$ cat src/rtl/sbit_frame_tx_if.sv
// ---------------------------------------------------------------------------
// sbit_frame_tx_if
//
// Purpose: valid/ready input stream carrying one full S-bit frame per
// transfer into sbit_frame_tx.
//
// Signals:
//   sbits_in  [MXSBITS-1:0]  frame to transmit (master -> slave)
//   in_valid                 sbits_in is valid  (master -> slave)
//   in_ready                 slave one-entry buffer is empty (slave -> master)
//
// Modports:
//   master  producer of frames (testbench or upstream logic)
//   slave   sbit_frame_tx
// ---------------------------------------------------------------------------
interface sbit_frame_tx_if #(
    parameter int MXSBITS = 64
);
    logic [MXSBITS-1:0] sbits_in;
    logic               in_valid;
    logic               in_ready;

    modport master (
        output sbits_in,
        output in_valid,
        input  in_ready
    );

    modport slave (
        input  sbits_in,
        input  in_valid,
        output in_ready
    );
endinterface

$ cat src/rtl/sbit_frame_tx.sv
// ---------------------------------------------------------------------------
// sbit_frame_tx
//
// Purpose: serialises MXSBITS-bit frames onto MXLINES S-bit lines, WORD_SIZE
// bits per line per frame, one bit per clock, with a start_of_frame marker
// during slot 0. A one-entry buffer decouples the producer from the frame
// cadence; frames sent with no new data are all-zero and counted.
//
// Ports:
//   clock           bit-rate clock, rising edge
//   reset           asynchronous, active-low reset
//   enable          transmit enable (0: lines and marker held low)
//   mask            force all S-bit lines low, marker unaffected
//   prbs_mode       select PRBS-7 test pattern (only with SBIT_TX_PRBS_EN)
//   in_bus          slave side of sbit_frame_tx_if (sbits_in/in_valid/in_ready)
//   sbits_out       registered serial S-bit lines
//   start_of_frame  registered frame marker, high during slot 0
//   underrun_cnt    saturating count of frames sent without new data
//
// Build option:
//   SBIT_TX_PRBS_EN  when defined, adds a PRBS-7 (x^7+x^6+1, seed 7'h7F)
//                    generator selected by prbs_mode; when undefined,
//                    prbs_mode is ignored and no LFSR exists.
// ---------------------------------------------------------------------------
module sbit_frame_tx #(
    parameter int MXSBITS = 64,
    parameter int MXLINES = 8
) (
    input  logic               clock,
    input  logic               reset,
    input  logic               enable,
    input  logic               mask,
    input  logic               prbs_mode,
    sbit_frame_tx_if.slave     in_bus,
    output logic [MXLINES-1:0] sbits_out,
    output logic               start_of_frame,
    output logic [15:0]        underrun_cnt
);
    localparam int WORD_SIZE = MXSBITS / MXLINES;

    logic [2:0]         slot_reg;
    logic [2:0]         slot_next;
    logic               boundary;
    logic               transfer;
    logic [MXSBITS-1:0] buf_reg;
    logic [MXSBITS-1:0] buf_next;
    logic               buf_full_reg;
    logic               buf_full_next;
    logic               in_ready_reg;
    logic [15:0]        underrun_cnt_reg;
    logic [15:0]        underrun_cnt_next;
    logic [MXLINES-1:0] lane_bits;
    logic [MXLINES-1:0] line_data;
    logic [MXLINES-1:0] sbits_out_reg;
    logic [MXLINES-1:0] sbits_out_next;
    logic               sof_reg;

    // The edge that ends slot 7 of an enabled frame starts the next frame.
    // With enable low the counter parks at 7, so the first enabled edge is
    // always a boundary.
    assign boundary = enable && (slot_reg == 3'd7);
    assign transfer = in_bus.in_valid && in_ready_reg;

    always_comb begin
        slot_next = 3'd7;
        if (enable) begin
            slot_next = slot_reg + 3'd1;
        end
    end

    // Transfers are only accepted into an empty buffer, so a transfer on a
    // boundary edge cannot collide with the load: the frame takes the (empty)
    // old content and the new word waits for the following frame.
    always_comb begin
        buf_next      = buf_reg;
        buf_full_next = buf_full_reg;
        if (boundary) begin
            buf_full_next = 1'b0;
        end
        if (transfer) begin
            buf_next      = in_bus.sbits_in;
            buf_full_next = 1'b1;
        end
    end

    always_comb begin
        underrun_cnt_next = underrun_cnt_reg;
        if (boundary && !buf_full_reg && (underrun_cnt_reg != 16'hFFFF)) begin
            underrun_cnt_next = underrun_cnt_reg + 16'd1;
        end
    end

    // One shift register per line. Outputs are taken from the next-state
    // value so the registered line carries slot k in the cycle after the
    // edge that moves the counter to k (slot 0 right after the boundary).
    genvar gi;
    generate
        for (gi = 0; gi < MXLINES; gi++) begin : g_lane
            logic [WORD_SIZE-1:0] lane_reg;
            logic [WORD_SIZE-1:0] lane_next;

            always_comb begin
                lane_next = lane_reg;
                if (boundary) begin
                    lane_next = buf_full_reg ? buf_reg[gi*WORD_SIZE +: WORD_SIZE]
                                             : '0;
                end else if (enable) begin
                    lane_next = {1'b0, lane_reg[WORD_SIZE-1:1]};
                end
            end

            always_ff @(posedge clock or negedge reset) begin
                if (!reset) begin
                    lane_reg <= '0;
                end else begin
                    lane_reg <= lane_next;
                end
            end

            assign lane_bits[gi] = lane_next[0];
        end
    endgenerate

`ifdef SBIT_TX_PRBS_EN
    logic [6:0] lfsr_reg;
    logic       prbs_bit;

    // Fibonacci PRBS-7, taps at bits 7 and 6; the feedback bit is both the
    // transmitted bit and the value shifted in.
    assign prbs_bit = lfsr_reg[6] ^ lfsr_reg[5];

    always_ff @(posedge clock or negedge reset) begin
        if (!reset) begin
            lfsr_reg <= 7'h7F;
        end else if (enable) begin
            lfsr_reg <= {lfsr_reg[5:0], prbs_bit};
        end
    end

    assign line_data = prbs_mode ? {MXLINES{prbs_bit}} : lane_bits;
`else
    logic prbs_mode_unused;
    assign prbs_mode_unused = prbs_mode;
    assign line_data        = lane_bits;
`endif

    always_comb begin
        sbits_out_next = '0;
        if (enable && !mask) begin
            sbits_out_next = line_data;
        end
    end

    always_ff @(posedge clock or negedge reset) begin
        if (!reset) begin
            slot_reg         <= 3'd7;
            buf_reg          <= '0;
            buf_full_reg     <= 1'b0;
            in_ready_reg     <= 1'b0;
            underrun_cnt_reg <= 16'd0;
            sbits_out_reg    <= '0;
            sof_reg          <= 1'b0;
        end else begin
            slot_reg         <= slot_next;
            buf_reg          <= buf_next;
            buf_full_reg     <= buf_full_next;
            in_ready_reg     <= !buf_full_next;
            underrun_cnt_reg <= underrun_cnt_next;
            sbits_out_reg    <= sbits_out_next;
            sof_reg          <= boundary;
        end
    end

    assign in_bus.in_ready = in_ready_reg;
    assign sbits_out       = sbits_out_reg;
    assign start_of_frame  = sof_reg;
    assign underrun_cnt    = underrun_cnt_reg;

endmodule

$ cat src/flat_wrapper.sv
// flat-port wrapper written by rule: the top's interface ports become plain ports
module sbit_frame_tx_flat 
#(
    parameter int MXSBITS = 64,
    parameter int MXLINES = 8
)
  (clock, reset, enable, mask, prbs_mode, sbits_out, start_of_frame, underrun_cnt, in_bus_sbits_in, in_bus_in_valid, in_bus_in_ready);
  sbit_frame_tx_if #(.MXSBITS(MXSBITS)) in_bus_i ();
  input  logic clock;
  input  logic reset;
  input  logic enable;
  input  logic mask;
  input  logic prbs_mode;
  output logic [MXLINES-1:0] sbits_out;
  output logic start_of_frame;
  output logic [15:0] underrun_cnt;
  input wire logic [$bits(in_bus_i.sbits_in)-1:0] in_bus_sbits_in;
  input wire logic [$bits(in_bus_i.in_valid)-1:0] in_bus_in_valid;
  output wire logic [$bits(in_bus_i.in_ready)-1:0] in_bus_in_ready;
  assign in_bus_i.sbits_in = in_bus_sbits_in;
  assign in_bus_i.in_valid = in_bus_in_valid;
  assign in_bus_in_ready = in_bus_i.in_ready;
  sbit_frame_tx #(.MXSBITS(MXSBITS), .MXLINES(MXLINES)) u_core (.clock(clock), .reset(reset), .enable(enable), .mask(mask), .prbs_mode(prbs_mode), .in_bus(in_bus_i), .sbits_out(sbits_out), .start_of_frame(start_of_frame), .underrun_cnt(underrun_cnt));
endmodule
$ cat config.mk
export PLATFORM = sky130hd
export DESIGN_NAME = sbit_frame_tx_flat
export DESIGN_NICKNAME = d
export VERILOG_FILES = /design/src/rtl/sbit_frame_tx_if.sv /design/src/rtl/sbit_frame_tx.sv /design/src/flat_wrapper.sv
export SDC_FILE = /design/constraint.sdc
export NUM_CORES = 1
export LEC_CHECK = 0
export ABC_AREA = 1
export CAP_MARGIN = 10
export CORE_UTILIZATION = 40
export DETAILED_ROUTE_END_ITERATION = 10
export PLACE_DENSITY_LB_ADDON = 0.05
export RECOVER_POWER = 25
export SYNTH_ARGS = -nofsm -noshare
export SYNTH_HDL_FRONTEND = slang
export SYNTH_SLANG_ARGS = --single-unit
$ cat constraint.sdc
create_clock -name clock -period 5.2 [get_ports clock]
set_input_delay 1.04 -clock clock [delete_from_list [all_inputs] [get_ports clock]]
set_output_delay 1.04 -clock clock [all_outputs]
set_load 0.03 [all_outputs]
==> results_dict.tcl <==
set metrics [dict create \
    yosysTopAreaCell "dfrtp_1" \
    syn-cell-area_mm2 0.00681 \
    htreeDepth 4 \
    synthMostInstantiatedCell "dfrtp_1" \
    n_antenna_cell 0 \
    num-nets-final 827 \
    ant_nets 0 \
    timing_worst_setup_path_type "input pin to async pin" \
    syn_to_final_growth_pct 26.7 \
    rsz0062_at_grt "false" \
    relSlewSlack_pct -29.3 \
    clk_latency_ns 0.42 \
    drc_errors 0 \
    grt_pass1_vias 5195 \
    syn_area_per_cell_um2 10.1 \
    boundaryPins 96 \
    synth_ff_type "dfrtp_1" \
    highest_layer "met4" \
    fin_crit_sh_pct 56.7 \
    synth_enable_flop_cells 0 \
    gp_congestion 0.805 \
    fin_ws_ns 2.25 \
    worst-path-buf-inv 2 \
    setup.worst_path.start "reset" \
    postCtsResizedCells 0 \
    yosysTopAreaCellShare_pct 57.0 \
    power-per-cell-area_mw_per_mm2 533 \
    cts_tree "yes" \
    hold_viol 0 \
    core_area_mm2 0.0166 \
    yosys.cell_types.count 33 \
    synth_common_cells "dfrtp_1 (155), nand3_1 (140), nand2_1 (129)" \
    routedWlPerCell_um 15.4 \
    wl_met2_um 7220 \
    peakVddDrop_mv 0.358 \
    fin_hold_ws_ns 0.459 \
    dpl_cell_area_mm2 0.00790 \
    fin_util_pct 52.0 \
    fin_crit_ns 2.95 \
    cpPeakStageDelay_ns 1.46 \
    fin_skew_ns 0.0114 \
    async_reset_ff_share_pct 100 \
    overflow 0 \
    syn_nets 747 \
    vias_per_cell 5.20 \
    violations "capacitance limit, slew limit" \
    ys_seq_area_share_pct 58.1 \
    path_delay_family "buffers and inverters" \
    detail_route.first_pass.iterations 5 \
    cp-start-kind "input pin" \
    min_from "u_core.slot_reg[0]" \
    synth_cells 674 \
    dp_hpwl_um 9550 \
    die_w_um 132 \
    synth.ff_latch_count 158 \
    grt_max_degree 83 \
    final_layout_size_suffix_gt1_share_pct 15.1 \
    max_clock_freq_mhz 339 \
    cts_buffer_depth 2 \
    clkTransAtPathRegs_ns 0.06 \
    setup_viol 0 \
    wl_met3_um 609 \
    ys_top_cells_by_area "dfrtp_1 (57%), nand3_1 (10%), mux2_2 (9.8%)" \
    cpMaxStageDelayCell "clkbuf_1" \
    cts_buffers 17 \
    worstHoldPathType "flip-flop to flip-flop" \
    cts_root_buf "clkbuf_16" \
    grt_usage_pct 18.5 \
    crit_path_end_kind "async pin" \
    reg2reg_from "u_core.slot_reg[0]" \
    slew_viol_final 37 \
    path_max_fanout 82 \
    outcome "finished, violations left" \
    wl_met1_um 7190 \
    vias 5129 \
    cts.sink_count 158 \
    total_leakage_power_nw 3.80 \
    rows 47 \
    crit_required_ns 5.34 \
    ys_warn_count 0 \
    drtIter0Drc 262 \
    initial_core_util_pct 41.1 \
    chipHeight_um 132 \
    die-area_mm2 0.0175 \
    tns_ns 0 \
    cts-hold-fix-buffers 0 \
    r2r_slack_ns 2.39 \
    tightest_slew_ns 1.94 \
    port_buffers 94 \
    antenna_found_initial 0 \
    post-place-ws_ns 2.19 \
    max-cap-violations 1 \
    crit_chain "buf_6 -> clkbuf_1" \
    fin_area_mm2 0.00862 \
    wirelength_um 15200 \
    grt_pass1_wl_um 25800 \
    arrival_ns 3.09 \
    cts_setup_buffers 0 \
]
## cells by family (layout without fill, tap and decap cells)
| kind of cell | after synthesis | count (layout) | synth area share (%) |
|---|---|---|---|
| flops | 158 | 158 | 58.1 |
| mux | 59 | 59 | 9.76 |
| simple gates | 312 | 312 | 21.0 |
| xor+xnor | 2 | 2 | 0.257 |
| fa+ha+maj | 3 | 3 | 0.551 |
| compound gates | 59 | 59 | 5.40 |
| buf+inv | 81 | 174 | 4.93 |
## final timing paths
check                                          endpoint  cells past startpoint
max in group clock         u_core.g_lane[2].lane_reg[6]                      7
setup reg to reg           u_core.g_lane[2].lane_reg[6]                      7
hold reg to reg                      u_core.slot_reg[0]                      1
hold / removal                       u_core.slot_reg[0]                      1
min in group asynchronous        u_core.underrun_cnt[9]                      1
setup / recovery                     u_core.buf_reg[37]                      2
## metrics by stage
stage | cells | power, W
global placement | 955 | 0.00307
CTS | 987 | 0.00465
detailed placement | 955 | 0.00311
finish | 987 | 0.00459
global route | 987 | 0.00487
floorplan | 674 | 0.00274
## layout make-up
type / instances / area (um^2)
tap: 220 / 275
inverter: 41 / 154
multi-input combinational: 435 / 2520
fill: 1543 / 7960
sequential: 158 / 3960
timing repair buffer: 101 / 986
clock buffer: 21 / 470
clock inverter: 11 / 258
## cells in the final DEF, fill, tap and decap left out, types with 7 or more instances in the layout
cell	n
a211oi_1	8
mux2_2	59
nand2_1	128
clkbuf_16	17
o311ai_0	8
a21oi_1	21
o21ai_0	14
dfrtp_1	154
nand3_1	140
inv_1	38
nor2_1	20
clkdlybuf4s50_1	92
bufinv_16	8
nand4_1	7
## layer usage
metal  track usage, %  up-vias
met3             3.56        8
met1             24.7     2550
met2             30.1      121
met5                0        -
met4             6.45        0
li1                 -     2450
## power breakdown
group | internal [W] | switching (W) | total [W]
sequential | 0.00173 | 0.000312 | 0.00204
combinational | 0.000503 | 0.000529 | 0.00103
clock | 0.00103 | 0.000482 | 0.00152
total | 0.00327 | 0.00132 | 0.00459
Note: power is estimated with default switching activity, not from simulation.
